===== config.mk =====
export PLATFORM = sky130hd
export DESIGN_NAME = ps2_tx
export DESIGN_NICKNAME = d
export VERILOG_FILES = /design/src/rtl/ps2_tx_pkg.sv /design/src/rtl/ps2_tx.sv
export SDC_FILE = /design/constraint.sdc
export NUM_CORES = 1
export LEC_CHECK = 0
export CAP_MARGIN = 40
export CORE_MARGIN = 2
export CORE_UTILIZATION = 40
export CTS_BUF_LIST = sky130_fd_sc_hd__clkbuf_2
export DETAILED_ROUTE_END_ITERATION = 10
export SLEW_MARGIN = 20
export SYNTH_ARGS = -nofsm -noshare
export SYNTH_HDL_FRONTEND = slang
export SYNTH_SLANG_ARGS = --single-unit
export TNS_END_PERCENT = 30

===== constraint.sdc =====
create_clock -name clk -period 5.15 [get_ports clk]
set_clock_uncertainty 0.05 [all_clocks]
set_input_delay 0.7725 -clock clk [delete_from_list [all_inputs] [get_ports clk]]
set_output_delay 0.7725 -clock clk [all_outputs]
set_load 0.01 [all_outputs]

===== src/rtl/ps2_tx_pkg.sv =====
// Shared PS/2 frame constants, FSM state type and frame-building helper.
// Used by the transmitter; the receiver relies on the same bit-count constants.
package ps2_tx_pkg;

  localparam int NBITS      = 9;   // d0..d7 plus odd parity
  localparam int ACK_STROBE = 11;  // device ACK bit follows the stop bit

  typedef enum logic [2:0] {
    ST_IDLE    = 3'd0,
    ST_INHIBIT = 3'd1,
    ST_SEND    = 3'd2,
    ST_ACK     = 3'd3,
    ST_DONE    = 3'd4
  } state_t;

  function automatic logic [NBITS-1:0] frame_bits(input logic [7:0] code);
    return {~^code, code};
  endfunction

endpackage


===== src/rtl/ps2_tx.sv =====
// Host-to-device PS/2 byte transmitter: inhibit, request-to-send, shift d0..d7/parity/stop, check ACK.
// Line updates are registered one cycle after each device clock strobe; tx_start is ignored while busy.
module ps2_tx
  import ps2_tx_pkg::*;
#(
  parameter int INHIBIT_CYC = 2400,
  parameter int TIMEOUT_CYC = 48000
) (
  input  logic       clk,
  input  logic       rst,
  input  logic       ps2_clk_ena,
  input  logic       ps2_dat_sync,
  input  logic [7:0] tx_code,
  input  logic       tx_start,
  output logic       tx_busy,
  output logic       tx_done,
  output logic       tx_ackerr,
  output logic       tx_timeout,
  output logic       ps2_clk_oe,
  output logic       ps2_dat_oe
);

  localparam int CNT_MAX = (INHIBIT_CYC > TIMEOUT_CYC) ? INHIBIT_CYC : TIMEOUT_CYC;
  localparam int CW      = $clog2(CNT_MAX + 1);

  state_t             state_q, state_d;
  logic [CW-1:0]      cnt_q, cnt_d;
  logic [3:0]         bitcnt_q, bitcnt_d;
  logic [NBITS-1:0]   shift_q, shift_d;
  logic               clk_oe_q, clk_oe_d;
  logic               dat_oe_q, dat_oe_d;
  logic               ackerr_q, ackerr_d;
  logic               timeout_q, timeout_d;

  always_ff @(posedge clk or negedge rst) begin
    if (!rst) begin
      state_q   <= ST_IDLE;
      cnt_q     <= '0;
      bitcnt_q  <= '0;
      shift_q   <= '0;
      clk_oe_q  <= 1'b0;
      dat_oe_q  <= 1'b0;
      ackerr_q  <= 1'b0;
      timeout_q <= 1'b0;
    end else begin
      state_q   <= state_d;
      cnt_q     <= cnt_d;
      bitcnt_q  <= bitcnt_d;
      shift_q   <= shift_d;
      clk_oe_q  <= clk_oe_d;
      dat_oe_q  <= dat_oe_d;
      ackerr_q  <= ackerr_d;
      timeout_q <= timeout_d;
    end
  end

  always_comb begin
    state_d   = state_q;
    cnt_d     = cnt_q;
    bitcnt_d  = bitcnt_q;
    shift_d   = shift_q;
    clk_oe_d  = clk_oe_q;
    dat_oe_d  = dat_oe_q;
    ackerr_d  = ackerr_q;
    timeout_d = timeout_q;

    case (state_q)
      ST_IDLE, ST_DONE: begin
        state_d = ST_IDLE;
        if (tx_start) begin
          state_d   = ST_INHIBIT;
          shift_d   = frame_bits(tx_code);
          ackerr_d  = 1'b0;
          timeout_d = 1'b0;
          cnt_d     = CW'(INHIBIT_CYC - 1);
          clk_oe_d  = 1'b1;
          dat_oe_d  = (INHIBIT_CYC == 1);
        end
      end

      ST_INHIBIT: begin
        if (cnt_q == '0) begin
          state_d  = ST_SEND;
          clk_oe_d = 1'b0;
          cnt_d    = CW'(TIMEOUT_CYC - 1);
          bitcnt_d = '0;
        end else begin
          cnt_d = cnt_q - 1'b1;
          // start bit goes low on the final inhibit cycle
          if (cnt_q == CW'(1)) dat_oe_d = 1'b1;
        end
      end

      ST_SEND, ST_ACK: begin
        if (ps2_clk_ena) begin
          cnt_d    = CW'(TIMEOUT_CYC - 1);
          bitcnt_d = bitcnt_q + 1'b1;
          if (state_q == ST_ACK) begin
            ackerr_d = ps2_dat_sync;
            state_d  = ST_DONE;
          end else if (bitcnt_q == 4'(ACK_STROBE - 2)) begin
            dat_oe_d = 1'b0;
            state_d  = ST_ACK;
          end else begin
            dat_oe_d = ~shift_q[0];
            shift_d  = shift_q >> 1;
          end
        end else if (cnt_q == '0) begin
          clk_oe_d  = 1'b0;
          dat_oe_d  = 1'b0;
          timeout_d = 1'b1;
          state_d   = ST_DONE;
        end else begin
          cnt_d = cnt_q - 1'b1;
        end
      end

      default: state_d = ST_IDLE;
    endcase
  end

  assign tx_busy    = (state_q == ST_INHIBIT) || (state_q == ST_SEND) || (state_q == ST_ACK);
  assign tx_done    = (state_q == ST_DONE);
  assign tx_ackerr  = ackerr_q;
  assign tx_timeout = timeout_q;
  assign ps2_clk_oe = clk_oe_q;
  assign ps2_dat_oe = dat_oe_q;

endmodule


### Word-level counts from Yosys, hierarchy flattened

Cells that the tools add are included.

* bitwise gates (word level): 1
* eq/ne operators: 20
* add/sub/neg operators: 2
* reduce and logical (&&, ||, !) cells: 18
* mux-type cells: 38

Operator list (number)
* $mux W16: 4
* $pmux W16 S3: 1
* $mux W9: 4
* $ne A2 B2 Y1 const B: 10
* $pmux W9 S2: 1
* $eq A16 B1 Y1 const B: 1
* $logic_not A16 Y1: 1
* $sub A16 B1 Y16 const B: 1
* $mux W1: 15
* $mux W3: 5
* $reduce_and A3 Y1: 4
* $ne A3 B3 Y1 const B: 3
* $pmux W3 S3: 1
* $mux W4: 2
* $pmux W4 S2: 1
* $reduce_and A4 Y1: 2
* $reduce_xnor A8 Y1: 1
* $eq A3 B2 Y1 const B: 2
* $pmux W1 S3: 2
* $reduce_and A6 Y1: 1
* $reduce_and A5 Y1: 1
* $add A4 B1 Y4 const B: 1
* $eq A4 B4 Y1 const B: 1
* $ne A4 B4 Y1 const B: 1
* 9 further kinds: 13

* register bits: 36
* input port bits: 13
* logic and storage cells: 87

### Depth between registers and ports, before layout

* depth in word-level cells: 5
* depth in mapped cells: 8
* gate-level depth less buffers: 7

### Worst setup path after synthesis

OpenSTA, ideal clock, no wires.

* path kind: in2reg
* start: in tx_start
* end: reg cnt_q[12]
* slack: 2.674 ns
* arrival time: 2.305 ns
* path buffers: 2
* cell stages on the path: 7
* path through: or3b_2 > clkbuf_1 > and2_1 > a31oi_1 > clkbuf_1 > o21ai_0 > a22o_1

* word-level cells in the longest chain between the ends: 2

Ends and longest elaborated chain
* start: declaration: line ps2_tx.sv:14 `input logic tx_start,`
* $ne A2 B2 Y1 (no line)
* $reduce_and A3 Y1 (no line)
* end signal: assignment: line ps2_tx.sv:47 `cnt_q <= cnt_d;`
* end: declaration: line ps2_tx.sv:27 `logic [CW-1:0] cnt_q, cnt_d;`

No other way between the ends.
A chain may end at the register's enable or synchronous reset.

### Worst setup path after layout

* start: reg state_q[0]
* end: out tx_busy

* word-level cells in the longest chain between the ends: 3

Ends and longest elaborated chain
* start: declaration: line ps2_tx.sv:26 `state_t state_q, state_d;`
* start signal: assignment: line ps2_tx.sv:46 `state_q <= state_d;`
* $eq A3 B1 Y1 / $eq A3 B2 Y1 (equally long branches): line ps2_tx.sv:122 `assign tx_busy = (state_q == ST_INHIBIT) || (state_q == ST_SEND) || (state_q == ST_ACK);`
* $logic_or A1 B1 Y1: line ps2_tx.sv:122
* $logic_or A1 B1 Y1 (*): line ps2_tx.sv:122
* end: declaration: line ps2_tx.sv:15 `output logic tx_busy,`

Mark *: on every way between the ends. The rest lies on a longest branch, timed or not.

==> out/metrics.csv <==
metric,value,unit
gp_congestion,0.757,
start_kind,register,
vdd_drop_max,198,uV
setup_viol,0,
yosysTopAreaCellShare,44.6,%
cts_tree,built,
power_frac_comb,46.1,%
hold_violations,0,
rows,25,
clkPwrFrac,11.3,%
worstPathRequired,4.33,ns
rrSetupSlack,2.43,ns
wl_per_cell,14.7,um
rr_worst_depth,6,
reg2reg_from,cnt_q[0],
yosys.area.top_type,dfrtp_1,
cts_sinks,36,
worstReg2RegEnd,ps2_dat_oe,
cts_root_buf,clkbuf_2,
clk_pin_slew,0.19,ns
tightestPinTransition,0.707,ns
drt-total-wl,4540,um
ctsHoldBuffers,0,
synth_area,2020,um^2
cp_slowest_cell,o21bai_1,
ys_seq_area_share,44.6,%
cp_top_family,buffers and inverters,
grt_max_degree,37,
drv_slew,0,
switching_power,0.000503,W
synth_cells,219,
period_minus_slack,3.08,ns
synth_edf_count,0,
die_w,75.1,um
synth_nets,236,
grt_pass1_wl,7650,um
drcViolationCount,0,
dieArea,5640,um^2
ys_ff_latch,36,
ant_nets,0,
leakagePower,0.987,nW
max_slew_margin,52.8,%
grt-ovfl-total,0,
fin_crit_sh,59.7,%
die_height,75.1,um
worstSetupPathType,register to output port,
switching_share,43.9,%
yosysMostFrequentCell,dfrtp_1,
power_frac_seq,42.6,%
crit_path_cell_trace,o21bai_1 -> inv_1 -> clkdlybuf4s50_1,
grt_usage,18.0,%
nets,258,
drtIter0Drc,186,
coreArea,4790,um^2
post_cts_buffers,0,
port_buffers,18,
cp_num_buf_inv,2,
hpwl,3160,um
finalSetupTns,0,ns
ctsResizeCount,0,
holdCritPathClass,input pin to async pin,
endpoint_kind,output port,
cell_internal_pwr,0.000643,W
ys_types,42,
htreeDepth,2,
dr_total_vias,1653,
final_util,48.7,%
start_util,42.2,%
ys_warn_count,0,
layout-drive-gt1-share,7.44,%
max_stage_delay,0.57,ns
clkLatencyLatePin,0.38,ns
antenna_found_initial,0,
critical_path_arrival,2.25,ns
maxCapViolations,0,
powerDensity,492,nW/um^2
first_pass_iters,4,
nFillCells,468,
async_flop_share,100,%
synth.avg_cell_area,9.23,um^2
io_pins,19,
netlist_top_cells_count,"dfrtp_1 (36), o21ai_0 (31), nand2_1 (25)",
netlist_top_cells_area,"dfrtp_1 (45%), o21ai_0 (7.7%), nand2_1 (4.6%), mux2i_1 (4.0%), nor2_1 (2.6%)",
critPathMaxFanout,12,
cts_buffers,5,
antenna_cells,0,
rsz0062_at_grt,no,
cts.path.max_buffers,2,
synthToLayoutAreaGrowth,15.2,%
first_global_vias,1590,
clock.fmax,325,MHz
viasPerCell,5.35,
status,"complete, no violations",
synth-main-ff-cell,dfrtp_1,
-- per-stage QoR --
| step | total power (W) | area (um^2) | worst slack [ns] | instances | hold WS, ns |
|---|---|---|---|---|---|
| after floorplan | 0.000853 | 2020 | 2.67 | 219 | 0.399 |
| after global placement | 0.00101 | 2260 | 1.84 | 299 | 0.413 |
| after detailed placement | 0.00101 | 2260 | 1.78 | 299 | 0.421 |
| after CTS | 0.00115 | 2300 | 2.10 | 307 | 0.421 |
| after global routing | 0.00125 | 2330 | 1.94 | 309 | 0.0914 |
| final | 0.00115 | 2330 | 2.07 | 309 | 0.139 |
-- worst max-delay path by stage --
stage	cells past startpoint	to	slack (ns)	startpoint
after global routing	3	tx_busy	1.94	state_q[0]
after global placement	6	cnt_q[7]	1.84	tx_start
final	3	tx_busy	2.07	state_q[0]
after floorplan	7	cnt_q[12]	2.67	tx_start
after CTS	3	tx_busy	2.10	state_q[0]
after detailed placement	6	cnt_q[7]	1.78	tx_start
-- metal layers --
layer  track usage (%)  part of all wire (%)  vias up  routed length (um)
li1                  -                     -      848                   -
met1              25.6                    50      764                2290
met2              27.1                    45       34                2030
met3              4.02                   3.7        7                 169
met4              5.75                   1.2        0                  56
met5                 0                     0        -                   0
-- cell usage in the layout, fill, tap and decap left out, drive strengths merged, types with 4 or more instances in the layout --
| cell | n |
|---|---|
| dfrtp | 36 |
| o21ai | 32 |
| nand2 | 25 |
| clkdlybuf4s50 | 17 |
| nor2 | 14 |
| mux2i | 8 |
| nor3 | 7 |
| nand2b | 7 |
| a21oi | 7 |
| xnor2 | 6 |
| clkbuf | 6 |
| inv | 5 |
| or4 | 5 |
| nor4 | 4 |
| or3 | 4 |
| a21o | 4 |
| o31ai | 4 |
| nand3 | 4 |
| ha | 4 |
-- power groups by stage --
stage | Sequential [W] | Combinational (W) | Clock (W)
finish | 0.000487 | 0.000528 | 0.000130
global route | 0.000505 | 0.000599 | 0.000150
CTS | 0.000488 | 0.000522 | 0.000137
detailed placement | 0.000495 | 0.000518 | 0
global placement | 0.000493 | 0.000516 | 0
floorplan | 0.000463 | 0.000390 | 0
-- logic make-up (layout without fill, tap and decap cells) --
logic type               Yosys count  count (layout)  synth area share [%]
AO/OA/AOI/OAI                     66              66                  20.6
XOR/XNOR                           9               9                  3.90
adder cells (fa/ha/maj)            4               4                  2.48
flip-flops                        36              36                  44.6
multiplexers                       9               9                  4.52
buffers and inverters             10              33                  1.86
AND/OR/NAND/NOR                   85              85                  22.1
-- registers in the layout, indices dropped and copies added, names as in the netlist --
name	flops
tx_ackerr	1
cnt_q	16
tx_timeout	1
ps2_clk_oe	1
shift_q	9
state_q	3
ps2_dat_oe	1
bitcnt_q	4
-- final cells by class --
| cell class | count | area [um^2] | area share, % |
|---|---|---|---|
| Tap cell | 67 | 83.8 | 3.60 |
| Inverter | 5 | 18.8 | 0.806 |
| Sequential cell | 36 | 901 | 38.7 |
| Timing Repair Buffer | 20 | 203 | 8.70 |
| Clock buffer | 5 | 25.0 | 1.07 |
| Multi-Input combinational cell | 173 | 1080 | 46.5 |
| Clock inverter | 3 | 13.8 | 0.591 |
No activity file was read; power rests on OpenSTA's default activity.
